--- src/rtl/layer_mux_pkg.sv ---
// Shared types and helpers for the layer priority mux: index width, per-layer
// config entry and the reset/default table contents.
package layer_mux_pkg;

  localparam int MAX_IDX_W = 5;

  typedef struct packed {
    logic [MAX_IDX_W-1:0] rank;
    logic                 enable;
    logic                 blink;
  } layer_cfg_t;

  function automatic int idx_w(input int n);
    return (n > 1) ? $clog2(n) : 1;
  endfunction

  // Identity ranking reproduces the old fixed-order mux.
  function automatic layer_cfg_t default_cfg(input int i);
    layer_cfg_t c;
    c.rank   = MAX_IDX_W'(i);
    c.enable = 1'b1;
    c.blink  = 1'b0;
    return c;
  endfunction

endpackage

--- src/rtl/layer_rank_arbiter.sv ---
// Combinational min-rank selection over the effective request vector.
// Strict less-than keeps the lower layer index on equal ranks.
module layer_rank_arbiter
  import layer_mux_pkg::*;
#(
  parameter  int NUM_LAYERS = 16,
  localparam int IDX_W      = idx_w(NUM_LAYERS)
) (
  input  logic [NUM_LAYERS-1:0]           eff,
  input  logic [NUM_LAYERS*MAX_IDX_W-1:0] ranks,
  output logic [IDX_W-1:0]                win_idx,
  output logic                            win_valid
);

  logic [MAX_IDX_W-1:0] best_rank;

  always_comb begin
    win_idx   = '0;
    win_valid = 1'b0;
    best_rank = '1;
    for (int i = 0; i < NUM_LAYERS; i++) begin
      if (eff[i] && (!win_valid || (ranks[i*MAX_IDX_W +: MAX_IDX_W] < best_rank))) begin
        win_valid = 1'b1;
        best_rank = ranks[i*MAX_IDX_W +: MAX_IDX_W];
        win_idx   = IDX_W'(i);
      end
    end
  end

endmodule

--- src/rtl/layer_priority_mux.sv ---
// Two-stage pixel mux choosing the lowest-rank enabled layer, with shadowed
// rank table committed at frame start. Optional LAYER_MUX_COLLISION_EN adds collision flags.
module layer_priority_mux
  import layer_mux_pkg::*;
#(
  parameter  int NUM_LAYERS   = 16,
  parameter  int RGB_W        = 8,
  parameter  int BLINK_FRAMES = 15,
  localparam int IDX_W        = idx_w(NUM_LAYERS)
) (
  input  logic                        clk,
  input  logic                        resetN,
  input  logic                        startOfFrame,
  input  logic [NUM_LAYERS-1:0]       drawReq,
  input  logic [NUM_LAYERS*RGB_W-1:0] layerRGB,
  input  logic [RGB_W-1:0]            bgRGB,
  input  logic                        cfgValid,
  output logic                        cfgReady,
  input  logic [IDX_W-1:0]            cfgLayer,
  input  logic [IDX_W-1:0]            cfgRank,
  input  logic                        cfgEnable,
  input  logic                        cfgBlink,
  output logic [RGB_W-1:0]            RGBOut,
  output logic [IDX_W-1:0]            topLayer,
  output logic                        topValid,
  output logic [NUM_LAYERS-1:0]       collisionFlags
);

  layer_cfg_t active_tbl [NUM_LAYERS];
  layer_cfg_t shadow_tbl [NUM_LAYERS];
  layer_cfg_t cfg_new;
  logic [7:0] frame_cnt, frame_cnt_next;
  logic       phase, phase_next;
  logic       cfg_wr;

  // Handshake: a config write transfers on any clk edge where cfgValid && cfgReady;
  // cfgReady drops only in the startOfFrame cycle so commit and write never coincide.
  assign cfgReady = ~startOfFrame;
  assign cfg_wr   = cfgValid && cfgReady && (int'(cfgLayer) < NUM_LAYERS);

  always_comb begin
    cfg_new        = '0;
    cfg_new.rank   = MAX_IDX_W'(cfgRank);
    cfg_new.enable = cfgEnable;
    cfg_new.blink  = cfgBlink;
  end

  always_comb begin
    frame_cnt_next = frame_cnt;
    phase_next     = phase;
    if (startOfFrame) begin
      if (frame_cnt == 8'(BLINK_FRAMES - 1)) begin
        frame_cnt_next = '0;
        phase_next     = ~phase;
      end else begin
        frame_cnt_next = frame_cnt + 8'd1;
      end
    end
  end

  always_ff @(posedge clk or negedge resetN) begin
    if (!resetN) begin
      frame_cnt <= '0;
      phase     <= 1'b0;
      for (int i = 0; i < NUM_LAYERS; i++) begin
        active_tbl[i] <= default_cfg(i);
        shadow_tbl[i] <= default_cfg(i);
      end
    end else begin
      frame_cnt <= frame_cnt_next;
      phase     <= phase_next;
      if (startOfFrame) active_tbl <= shadow_tbl;
      if (cfg_wr) shadow_tbl[cfgLayer] <= cfg_new;
    end
  end

  // The commit-cycle pixel already sees the new table and the new blink phase.
  logic [NUM_LAYERS-1:0] eff;
  layer_cfg_t            sel_cfg;

  always_comb begin
    eff     = '0;
    sel_cfg = '0;
    for (int i = 0; i < NUM_LAYERS; i++) begin
      sel_cfg = startOfFrame ? shadow_tbl[i] : active_tbl[i];
      eff[i]  = drawReq[i] & sel_cfg.enable & ~(sel_cfg.blink & phase_next);
    end
  end

  logic [NUM_LAYERS-1:0] s1_eff;
  logic [RGB_W-1:0]      s1_rgb [NUM_LAYERS];
  logic [RGB_W-1:0]      s1_bg;

  always_ff @(posedge clk or negedge resetN) begin
    if (!resetN) begin
      s1_eff <= '0;
      s1_bg  <= '0;
      for (int i = 0; i < NUM_LAYERS; i++) s1_rgb[i] <= '0;
    end else begin
      s1_eff <= eff;
      s1_bg  <= bgRGB;
      for (int i = 0; i < NUM_LAYERS; i++) s1_rgb[i] <= layerRGB[i*RGB_W +: RGB_W];
    end
  end

  // Ranks are read from the active table in S2; it flips on the same edge as S1 capture.
  logic [NUM_LAYERS*MAX_IDX_W-1:0] ranks;
  logic [IDX_W-1:0]                win_idx;
  logic                            win_valid;

  always_comb begin
    ranks = '0;
    for (int i = 0; i < NUM_LAYERS; i++) ranks[i*MAX_IDX_W +: MAX_IDX_W] = active_tbl[i].rank;
  end

  layer_rank_arbiter #(.NUM_LAYERS(NUM_LAYERS)) u_arb (
    .eff       (s1_eff),
    .ranks     (ranks),
    .win_idx   (win_idx),
    .win_valid (win_valid)
  );

  always_ff @(posedge clk or negedge resetN) begin
    if (!resetN) begin
      RGBOut   <= '0;
      topLayer <= '0;
      topValid <= 1'b0;
    end else begin
      RGBOut   <= win_valid ? s1_rgb[win_idx] : s1_bg;
      topLayer <= win_valid ? win_idx : '0;
      topValid <= win_valid;
    end
  end

`ifdef LAYER_MUX_COLLISION_EN
  logic [NUM_LAYERS-1:0] acc, hit;

  always_comb begin
    hit = '0;
    for (int i = 0; i < NUM_LAYERS; i++)
      hit[i] = eff[i] & (|(eff & ~(NUM_LAYERS'(1) << i)));
  end

  always_ff @(posedge clk or negedge resetN) begin
    if (!resetN) begin
      acc            <= '0;
      collisionFlags <= '0;
    end else if (startOfFrame) begin
      collisionFlags <= acc;
      acc            <= hit;
    end else begin
      acc <= acc | hit;
    end
  end
`else
  assign collisionFlags = '0;
`endif

endmodule

--- config.mk ---
export PLATFORM = sky130hd
export DESIGN_NAME = layer_priority_mux
export DESIGN_NICKNAME = d
export VERILOG_FILES = /design/src/rtl/layer_mux_pkg.sv /design/src/rtl/layer_rank_arbiter.sv /design/src/rtl/layer_priority_mux.sv
export SDC_FILE = /design/constraint.sdc
export NUM_CORES = 1
export LEC_CHECK = 0
export ABC_AREA = 0
export CAP_MARGIN = 20
export CELL_PAD_IN_SITES_DETAIL_PLACEMENT = 0
export CELL_PAD_IN_SITES_GLOBAL_PLACEMENT = 1
export CORE_ASPECT_RATIO = 1.4
export CORE_MARGIN = 2
export CORE_UTILIZATION = 41
export DETAILED_ROUTE_END_ITERATION = 8
export PLACE_DENSITY_LB_ADDON = 0.3
export SLEW_MARGIN = 5
export SYNTH_ARGS = -nofsm -noshare
export SYNTH_HDL_FRONTEND = slang
export SYNTH_SLANG_ARGS = --single-unit
--- constraint.sdc ---
create_clock -name clk -period 20.8 [get_ports clk]
set_input_delay 3.12 -clock clk [delete_from_list [all_inputs] [get_ports clk]]
set_output_delay 3.12 -clock clk [all_outputs]
set_load 0.005 [all_outputs]
---- After elaboration in Yosys (flattened, before gate mapping) ----
Cells that the tools add are included.
word-level totals
  bits in registers ....................... 398
cells by class
  add/sub/neg operators ................... 1
  $lt $le $gt $ge ......................... 18
  eq/ne operators ......................... 1
  mux-type cells .......................... 73
  bitwise operators ....................... 68
  reduce and logical (&&, ||, !) cells .... 47
operators with widths
  operator             number
  $bwmux 112           1
  $lt 5x5->1           15
  $mux 5               15
  $and 1x1->1          48
  $mux 2               18
  $mux 4               9
  $bmux 8 s4           1
  $mux 8               4
  $demux 7 s4          1
  $mux 1               19
  $not 1->1            18
  $logic_and 1x1->1    17
  $logic_not 1->1      15
  $logic_or 1x1->1     15
  $mux 3               4
  $ge 5x5->1 const B   2
  $not 4->5            2
  $add 8x1->8 const B  1
  $eq 8x4->1 const B   1
  $mux 7               1
  $lt 5x1->1 const B   1

---- Longest topological paths before layout ----
Gate-level depths: netlist of the first run.
  word-level depth ........................ 66
  gate-level depth with buffers ........... 136
  gate-level depth less buffers ........... 129

---- Modules after synthesis ----
Synthesis of the first run repeated with hierarchy kept, for this count alone.
second synthesis, totals
  cells, all modules ...................... 1418
  area total of the unflattened synthesis .. 17748.3 um2
by module, submodules not included
  module              instances  cells an instance  area each (um2)  seq. area each (um2)
  layer_priority_mux  1          774                13411.6          9278.9
  layer_rank_arbiter  1          644                4336.7           0.0

---- Worst setup path before layout of the first run ----
OpenSTA, ideal clock, no wires.
  path type ............................... reg-to-reg
  start point ............................. reg s1_eff[0]
  end point ............................... reg RGBOut[7]
  arrival ................................. 21851 ps
  data required time ...................... 20656 ps
  path slack .............................. -1195 ps
  cell stages (with the launch flop) ...... 126
  cell sequence ........................... dfrtp_1 -> buf_2 -> inv_1 -> nor2_1 -> ha_1 -> a21o_1 -> a221oi_1 -> nand2_1 -> a21oi_1 -> inv_1 -> ha_1 -> a21oi_1 -> o21ai_1 -> nor2_1 -> mux2i_1 -> ha_1 -> a21oi_1 -> o21ai_1 -> [... 90 more ...] -> nand2b_1 -> a221oi_4 -> or2_1 -> buf_6 -> nor2_1 -> a21oi_1 -> ha_1 -> a21oi_1 -> a21boi_0 -> o21ai_0 -> o311ai_0 -> nor2_2 -> nor2_4 -> buf_6 -> mux2_4 -> a21o_1 -> mux2i_1 -> o221ai_1
between the ends
  word-level cells in the longest chain between the ends .. 66
  elaborated cells between the ends (all ways) .. 111
  those cells by class .................... order compare (15); mux (50); bitwise (1); reduce/logical (45)
RTL lines
  what                                           RTL line                   RTL
  start: declaration                             layer_priority_mux.sv:90   logic [NUM_LAYERS-1:0] s1_eff;
  start signal: assignment                       layer_priority_mux.sv:96   s1_eff <= '0;
  start signal: assignment                       layer_priority_mux.sv:100  s1_eff <= eff;
  $mux 5 or $mux 1 (tied branches)               layer_rank_arbiter.sv:22   if (eff[i] && (!win_valid || (ranks[i*MAX_IDX_W +: MAX_IDX_W] < best_rank))) begin
  $lt 5x5->1 or $logic_not 1->1 (tied branches)  layer_rank_arbiter.sv:22
  $logic_or 1x1->1                               layer_rank_arbiter.sv:22
  $logic_and 1x1->1                              layer_rank_arbiter.sv:22
  $mux 5 or $mux 1 (tied branches)               layer_rank_arbiter.sv:22
  $lt 5x5->1 or $logic_not 1->1 (tied branches)  layer_rank_arbiter.sv:22
  $logic_or 1x1->1                               layer_rank_arbiter.sv:22
  $logic_and 1x1->1                              layer_rank_arbiter.sv:22
  [... 49 more ...]                              n/a
  $lt 5x5->1 or $logic_not 1->1 (tied branches)  layer_rank_arbiter.sv:22
  $logic_or 1x1->1                               layer_rank_arbiter.sv:22
  $logic_and 1x1->1                              layer_rank_arbiter.sv:22
  $mux 4                                         layer_rank_arbiter.sv:22
  $not 4->5 (not written as such)                layer_priority_mux.sv:129  RGBOut <= win_valid ? s1_rgb[win_idx] : s1_bg;
  $bmux 8 s4                                     layer_priority_mux.sv:129
  $mux 8 (not written as such) (2 in series)     layer_priority_mux.sv:129
  $mux 8 *                                       layer_priority_mux.sv:129
  end signal: assignment                         layer_priority_mux.sv:129
  end: declaration                               layer_priority_mux.sv:23   output logic [RGB_W-1:0] RGBOut,
Mark *: on every way between the ends. The rest lies on a longest branch, timed or not. The select of a mux whose other input is x is not followed.
A chain may end at the register's enable or synchronous reset.

---- Worst setup path after layout of the first run ----
  start point ............................. reg s1_eff[0]
  end point ............................... reg RGBOut[2]
The elaborated chain is that of the path after synthesis.

==> results of run 1 <==
==> cells in the mapped netlist, types with 9 or more instances <==
library cell,count
mux2i_1,51
nand3_1,23
nand2_1,99
dfrtp_1,270
clkbuf_1,26
nor3_1,11
nor2b_1,9
nor2_1,76
dfstp_2,96
buf_4,19
nand2b_1,12
mux2_2,196
inv_1,45
o21a_1,12
a21o_1,13
or3_1,9
a31oi_1,9
a21oi_1,61
and3_1,10
a22oi_1,16
ha_1,34
o21ai_0,55
==> stage by stage <==
stage | cell area (sq um) | total power, W | setup TNS, ns
2_1_floorplan | 17000 | 0.00198 | 0
3_3_place_gp | 20100 | 0.00261 | -0.984
3_5_place_dp | 20100 | 0.00264 | -7.24
4_1_cts | 21700 | 0.00350 | 0
5_1_grt | 22700 | 0.00399 | -5.87
6_report | 22700 | 0.00377 | 0
==> cells by family (layout without fill, tap and decap cells) <==
| kind of cell | Yosys count | in the layout | synth area share (%) |
|---|---|---|---|
| XOR/XNOR | 5 | 5 | 0.261 |
| flip-flops | 366 | 366 | 55.3 |
| buffers and inverters | 108 | 479 | 3.23 |
| adder cells (fa/ha/maj) | 36 | 36 | 2.66 |
| AND/OR/NAND/NOR | 307 | 307 | 8.99 |
| AO/OA/AOI/OAI | 275 | 275 | 12.3 |
| other | 1 | 17 | 0.0223 |
| multiplexers | 256 | 256 | 17.3 |
==> what timing repair did <==
item	in CTS	in global routing
buffers inserted	13	36
setup endpoints to repair	12	12
endpoints found under the hold margin	0	0
gates cloned	2	1
pin swaps	17	89
resized for setup	43	136
==> power by group <==
part,internal [W],switching [W]
combinational,0.00111,0.00103
sequential,0.000860,0.0000878
clock,0.000404,0.000281
total,0.00237,0.00140
==> critical path: cells and delay by family (launching register included) <==
family	cells	cell delay [ns]
AOI/OAI and AO/OA	44	6.53
muxes	7	2.00
DFF	1	0.38
buffers and inverters	19	2.05
and+or+nand+nor	41	5.27
adders and majority gates	15	4.13
==> layer usage <==
| layer | track usage, % | part of all wire (%) |
|---|---|---|
| met3 | 3.17 | 4.1 |
| met2 | 37.7 | 53 |
| met4 | 5.32 | 2.2 |
| met5 | 0 | 0 |
| met1 | 24.5 | 41 |
==> path summary, 6_finish.rpt <==
| check | to | start | cells after the start |
|---|---|---|---|
| max | RGBOut[2] | s1_eff[0] | 126 |
| min in group asynchronous | s1_bg[4] | resetN | 1 |
| min | active_tbl[17] | shadow_tbl[17] | 2 |
| max in group asynchronous | active_tbl[70] | resetN | 2 |
| min reg2reg | active_tbl[17] | shadow_tbl[17] | 2 |
| max reg2reg | RGBOut[2] | s1_eff[0] | 126 |
==> layout make-up <==
class,count,area (sq um)
flip-flops and latches,366,9280
multi-input cells,895,7940
inverters,46,180
fillers,3309,17700
clock buffers,53,1080
diodes,1,2.50
well taps,534,668
repair buffers,364,3340
clock inverters,16,184
==> state kept, by name, indices dropped and copies added (netlist names) <==
name and count:
RGBOut 8, active_tbl 96, frame_cnt 8, phase 1, s1_bg 8, s1_eff 16, s1_rgb 128, shadow_tbl 96
topLayer 4, topValid 1
==> flow_metrics.tcl, run 1 <==
set metrics [dict create \
    start_util_pct 41.6 \
    period_share_pct 98.7 \
    synthFlopType "dfrtp_1" \
    clk_pin_slew_ns 0.06 \
    fin_ws_ns 0.276 \
    critPathCaptureType "flop" \
    finalClockSkew_ns 0.0217 \
    final_common_cell "dfrtp_1" \
    worst_pin_slew_ns 1.06 \
    port_buffers 179 \
    final_core_util_pct 56.2 \
    dp_hpwl_mm 31.4 \
    grt_usage_pct 20.4 \
    wl_per_cell_um 19.7 \
    drt_iter0_markers 648 \
    clock_sinks 366 \
    powerDensity_nw_per_um2 166 \
    synth_area_leaders "dfrtp_1, dfstp_2, mux2_2" \
    syn_to_final_growth_pct 35.0 \
    peakVddDrop_mv 0.0857 \
    required_ns 21.19 \
    hold_ws_ns 0.482 \
    antenna_found_initial 0 \
    leakage_nw 9.75 \
    dp_slack_ns -0.952 \
    clk_latency_ns 0.54 \
    cp.arrival_ns 20.91 \
    synth_seq_area_share_pct 55.3 \
    cpMostUsedCell "a21oi_2" \
    rows 87 \
    yosysTopAreaCell "dfrtp_1" \
    slowest_delay_ns 0.52 \
    min_period_ns 20.52 \
    htreeDepth 2 \
    setup_viol_count_final 0 \
    r2r_setup_slack_ns 0.28 \
    grt_pass1_wl_mm 68.6 \
    synth.distinct_cells 105 \
    ys_ff_latch 366 \
    dieArea_sq_um 42600 \
    core_area_sq_um 40400 \
    mostFrequentLayoutCells "dfrtp_1, mux2_2, clkdlybuf4s50_1, buf_4, dfstp_2" \
    dr.pass1.iters 5 \
    maxCapViolCount 0 \
    drt.antenna.violating_nets 0 \
    cp_max_fo 7 \
    hold_violations 0 \
    drc 0 \
    rsz0062_at_grt "true" \
    max_slew_margin_pct 29.2 \
    fmax_mhz 48.7 \
    die_h_um 243 \
    synthCells 1354 \
    fp.dieW_um 175 \
    path_class "reg2reg" \
    routed_wl_mm 44.8 \
    grt_max_degree 172 \
    finalNonFillerCells 2275 \
    vias 12133 \
    worst_setup_path_start_kind "flop" \
    cts_made_buffers 38 \
    dp.cells 2156 \
    cts_tree "done" \
    synth_area_sq_um 16800 \
    crit_path_top_delay_cell "mux4_2" \
    drive_gt1_share_pct 42.2 \
    ctsHoldBuffers 0 \
    syn_avg_cell_area_sq_um 12.4 \
    slew_viol_final 0 \
    viasPerCell 5.33 \
    ioPinCount 196 \
    hp-class "reg2reg" \
    synthArstFlopShare_pct 100 \
    clockRootBuffer "clkbuf_16" \
    grt-ovfl-total 0 \
    clk_path_buf_depth 3 \
    ys_warn_count 0 \
    place_congestion 0.830 \
    yosysTopAreaCellShare_pct 40.2 \
    grt_pass1_vias 12446 \
    final_nets 1911 \
    status "finished, final reports clean" \
    synth_edf_count 0 \
]
Note: power is estimated with default switching activity, not from simulation.
==> run 2: changes to the inputs <==
--- a/config.mk
+++ b/config.mk
@@ -14,6 +14,7 @@
 export CORE_UTILIZATION = 41
 export DETAILED_ROUTE_END_ITERATION = 8
 export PLACE_DENSITY_LB_ADDON = 0.3
+export REMOVE_ABC_BUFFERS = 1
 export SLEW_MARGIN = 5
 export SYNTH_ARGS = -nofsm -noshare
 export SYNTH_HDL_FRONTEND = slang
==> flow_metrics.tcl, run 2 (same netlist as run 1, synthesis figures left out) <==
set metrics [dict create \
    stdcell_area_sq_um 22900 \
    whs_path_depth 2 \
    min_period_ns 20.88 \
    leakage_nw 9.88 \
    slew_viol_final 0 \
    clk_path_buf_depth 3 \
    top_register "s1_rgb" \
    peakVddDrop_mv 0.0932 \
    clk_latency_ns 0.54 \
    hp-class "reg2reg" \
    final_common_cell "dfrtp_1" \
    setup_viol_count_final 8 \
    finalNonFillerCells 2304 \
    crit_path_top_delay_cell "or3_4" \
    ctsHoldBuffers 0 \
    intPower_w 0.00236 \
    worst_setup_path_start_kind "flop" \
    clkPwrFrac_pct 18.6 \
    final_nets 1943 \
    die_h_um 243 \
    combPwrFrac_pct 56.0 \
    rows 87 \
    pwr-share-seq_pct 25.4 \
    routed_wl_mm 44.5 \
    powerDensity_nw_per_um2 162 \
    start_util_pct 41.6 \
    dr.pass1.iters 5 \
    highest_layer "met4" \
    clock_sinks 366 \
    cts_tree "done" \
    wl_per_cell_um 19.3 \
    fin_ws_ns -0.0826 \
    cp.arrival_ns 21.25 \
    clk_pin_slew_ns 0.06 \
    slowest_delay_ns 0.42 \
    htreeDepth 2 \
    path_class "reg2reg" \
    worst_pin_slew_ns 1.03 \
    wl_met2_mm 23.0 \
    vias 12193 \
    rsz0062_at_grt "true" \
    maxCapViolCount 0 \
    required_ns 21.17 \
    top_regs "s1_rgb (128), active_tbl (96), shadow_tbl (96)" \
    port_buffers 179 \
    violations "setup timing" \
    drc 0 \
    finalClockSkew_ns 0.0219 \
    max_slew_margin_pct 31.1 \
    syn_to_final_growth_pct 36.5 \
    clockRootBuffer "clkbuf_16" \
    largest_register_ffs 128 \
    viasPerCell 5.29 \
    grt_pass1_vias 12881 \
    mostFrequentLayoutCells "dfrtp_1, buf_4, mux2_2, clkdlybuf4s50_1, dfstp_2" \
    grt_pass1_wl_mm 69.7 \
    r2r.worst_path.cells 131 \
    swShare_pct 36.5 \
    place_congestion 0.870 \
    tns_ns -0.417 \
    hold_ws_ns 0.479 \
    grt_max_degree 132 \
    fillers 3320 \
    dp_slack_ns -1.79 \
    grt_usage_pct 20.6 \
    period_share_pct 100 \
    wl_met1_mm 18.6 \
    ioPinCount 196 \
    dp_hpwl_mm 31.0 \
    detailroute.wirelength.met3_mm 1.82 \
    dpl_cell_area_sq_um 20100 \
    status "finished, violations left" \
    dieArea_sq_um 42600 \
    critPathCaptureType "flop" \
    drt_iter0_markers 587 \
    dp.cells 2171 \
    cts_made_buffers 37 \
    antenna_found_initial 0 \
    cp_max_fo 7 \
    drive_gt1_share_pct 43.8 \
    core_area_sq_um 40400 \
    grt-ovfl-total 0 \
    drt.antenna.violating_nets 0 \
    switchingPower_w 0.00136 \
    cpMostUsedCell "ha_4" \
    antenna_cells 0 \
    hold_violations 0 \
    fmax_mhz 47.9 \
    fp.dieW_um 175 \
]
## run 2: power by group through the flow
| stage | registers, W | clock network [W] | logic (W) |
|---|---|---|---|
| global route | 0.000959 | 0.000738 | 0.00225 |
| global placement | 0.000944 | 0 | 0.00159 |
| detailed placement | 0.000949 | 0 | 0.00161 |
| CTS | 0.000940 | 0.000710 | 0.00180 |
| floorplan | 0.000920 | 0 | 0.000988 |
| finish | 0.000946 | 0.000690 | 0.00208 |
## run 2: worst max-delay path, delay by kind of cell (launching register included)
family	cells	cell delay, ns
muxes	8	2.01
adders and majority gates	15	3.63
buffers and inverters	23	2.60
AOI/OAI and AO/OA	46	7.01
DFF	1	0.37
and+or+nand+nor	39	5.07
## run 2: layout make-up
class / instances / area [sq um] / area share (%)
inverters: 46 / 178 / 0.775
repair buffers: 397 / 3570 / 15.6
clock buffers: 58 / 1150 / 5.00
flip-flops and latches: 366 / 9280 / 40.5
clock inverters: 8 / 133 / 0.579
well taps: 534 / 668 / 2.91
multi-input cells: 895 / 7950 / 34.7
## run 2: final timing paths
kind	endpoint	slack [ns]	start
max in group asynchronous	active_tbl[0]	15.32	resetN
min in group asynchronous	s1_rgb[118]	2.64	resetN
hold reg to reg	active_tbl[17]	0.48	shadow_tbl[17]
setup reg to reg	RGBOut[3]	-0.08	s1_eff[0]
hold / removal	active_tbl[17]	0.48	shadow_tbl[17]
setup / recovery	RGBOut[3]	-0.08	s1_eff[0]
## run 2: per-stage QoR
step / utilization [%] / power (W)
5_1_grt: 56.8 / 0.00395
3_5_place_dp: 49.8 / 0.00256
4_1_cts: 54.7 / 0.00345
6_report: 56.8 / 0.00372
2_1_floorplan: - / 0.00191
3_3_place_gp: 49.8 / 0.00253
## run 2: per-layer routing
metal  vias to the layer above  track usage, %
li1                       5672               -
met1                      6174            25.7
met2                       280            36.8
met3                        67            3.18
met4                         0            5.83
met5                         -               0
## run 2: what timing repair did
item,4_1_cts,5_1_grt
gates resized for setup,100,127
cloned,1,2
endpoints found under the setup margin,12,12
pin swaps,59,100
buffers inserted,37,28
==> run 3: changes to the inputs <==
--- a/config.mk
+++ b/config.mk
@@ -11,7 +11,8 @@
 export CELL_PAD_IN_SITES_GLOBAL_PLACEMENT = 1
 export CORE_ASPECT_RATIO = 1.4
 export CORE_MARGIN = 2
-export CORE_UTILIZATION = 41
+export CORE_UTILIZATION = 46
+export CTS_CLUSTER_DIAMETER = 60
 export DETAILED_ROUTE_END_ITERATION = 8
 export PLACE_DENSITY_LB_ADDON = 0.3
 export REMOVE_ABC_BUFFERS = 1
==> constraint.sdc (replaced) <==
create_clock -name clk -period 20.9 [get_ports clk]
set_input_delay 3.135 -clock clk [delete_from_list [all_inputs] [get_ports clk]]
set_output_delay 3.135 -clock clk [all_outputs]
set_load 0.005 [all_outputs]
==> flow_metrics.tcl, run 3 (same netlist as run 1, synthesis figures left out) <==
set metrics [dict create \
    cts_made_buffers 38 \
    crit_path_top_delay_cell "mux4_2" \
    clk_pin_slew_ns 0.06 \
    path_class "reg2reg" \
    drt.antenna.violating_nets 0 \
    tns_ns 0 \
    pwr-share-seq_pct 25.2 \
    top_regs "s1_rgb (128), active_tbl (96), shadow_tbl (96)" \
    final_common_cell "dfrtp_1" \
    cp.arrival_ns 21.20 \
    fp.dieW_um 165 \
    drc 0 \
    worst_setup_path_start_kind "flop" \
    worst_pin_slew_ns 0.977 \
    antenna_found_initial 2 \
    routed_wl_mm 45.2 \
    powerDensity_nw_per_um2 163 \
    dieArea_sq_um 38100 \
    hold_violations 0 \
    port_buffers 179 \
    dr.pass1.iters 4 \
    antenna_cells 0 \
    grt_usage_pct 23.4 \
    leakage_nw 10.0 \
    syn_to_final_growth_pct 37.0 \
    max_slew_margin_pct 34.8 \
    setup_viol_count_final 0 \
    switchingPower_w 0.00139 \
    clk_latency_ns 0.56 \
    period_share_pct 99.5 \
    grt_pass1_vias 13176 \
    htreeDepth 2 \
    wl_per_cell_um 20.0 \
    clkPwrFrac_pct 17.8 \
    final_core_util_pct 64.1 \
    critPathCaptureType "flop" \
    drt_iter0_markers 710 \
    hold_ws_ns 0.480 \
    clock_sinks 366 \
    dp_hpwl_mm 31.3 \
    cts_tree "done" \
    finalNonFillerCells 2258 \
    clk_path_buf_depth 3 \
    top_register "s1_rgb" \
    swShare_pct 37.2 \
    place_congestion 0.856 \
    maxCapViolCount 0 \
    required_ns 21.30 \
    ioPinCount 196 \
    vias 12361 \
    min_period_ns 20.80 \
    grt_pass1_wl_mm 69.8 \
    final_nets 1966 \
    slew_viol_final 0 \
    ctsHoldBuffers 0 \
    fin_ws_ns 0.0973 \
    cp_max_fo 7 \
    rsz0062_at_grt "true" \
    start_util_pct 46.8 \
    peakVddDrop_mv 0.143 \
    die_h_um 230 \
    grt_max_degree 177 \
    dp.cells 2119 \
    rows 82 \
    finalClockSkew_ns 0.0224 \
    slowest_delay_ns 0.50 \
    grt-ovfl-total 0 \
    largest_register_ffs 128 \
    dp_slack_ns -1.78 \
    hp-class "reg2reg" \
    status "finished, final reports clean" \
    combPwrFrac_pct 57.0 \
    drive_gt1_share_pct 44.4 \
    viasPerCell 5.47 \
    clockRootBuffer "clkbuf_16" \
    mostFrequentLayoutCells "dfrtp_1, buf_4, mux2_2, clkdlybuf4s50_1, dfstp_2" \
    intPower_w 0.00235 \
    fmax_mhz 48.1 \
    cpMostUsedCell "a21oi_2" \
    core_area_sq_um 35900 \
]
## run 3: layout make-up
type                            instances  area [sq um]
Fill cell                            2732         12900
Sequential cell                       366          9280
Multi-Input combinational cell        895          7910
Timing Repair Buffer                  419          3810
Clock buffer                           48          1010
Tap cell                              462           578
Clock inverter                         22           251
Inverter                               46           178
## run 3: path summary, 6_finish.rpt
kind / start / to / slack (ns) / depth (start not counted)
worst max-delay path: s1_eff[0] / RGBOut[3] / 0.1 / 127
max in group asynchronous: resetN / s1_eff[14] / 16.70 / 2
min in group asynchronous: resetN / s1_rgb[66] / 2.68 / 1
worst max register to register: s1_eff[0] / RGBOut[3] / 0.1 / 127
worst min register to register: frame_cnt[7] / frame_cnt[7] / 0.48 / 1
worst min-delay path: frame_cnt[7] / frame_cnt[7] / 0.48 / 1
## run 3: power by group through the flow
stage / clock, W / sequential, W / combinational (W)
after global routing: 0.000713 / 0.000958 / 0.00228
after global placement: 0 / 0.000941 / 0.00166
after floorplan: 0 / 0.000915 / 0.000983
after CTS: 0.000684 / 0.000938 / 0.00187
final: 0.000668 / 0.000944 / 0.00213
after detailed placement: 0 / 0.000947 / 0.00169
## run 3: critical path, delay by kind of cell, from the launching register on
| family | cells | cell delay, ns |
|---|---|---|
| AO/OA/AOI/OAI | 46 | 7.11 |
| adder cells (fa/ha/maj) | 15 | 4.01 |
| buffers and inverters | 19 | 2.06 |
| flip-flops | 1 | 0.38 |
| multiplexers | 7 | 1.84 |
| AND/OR/NAND/NOR | 40 | 5.21 |
## run 3: per-layer routing
metal  vias up  share of wire, %  GRT usage [%]  routed length [um]
li1       5729                 -              -                   -
met1      6226                39           26.9               17500
met2       310                52           42.3               23500
met3        92               5.7           4.65                2580
met4         4               3.6           8.70                1620
met5         -             0.060              0                  27
## run 3: what timing repair did
item	CTS	global route
setup endpoints to repair	12	12
gates resized for setup	94	118
setup buffers	47	22
cloned	1	2
pin swaps	39	90
## run 3: metrics by stage
stage,total power (W),area (sq um)
after global routing,0.00395,23000
after floorplan,0.00190,16500
final,0.00374,23000
after CTS,0.00350,22200
after global placement,0.00260,20200
after detailed placement,0.00263,20200
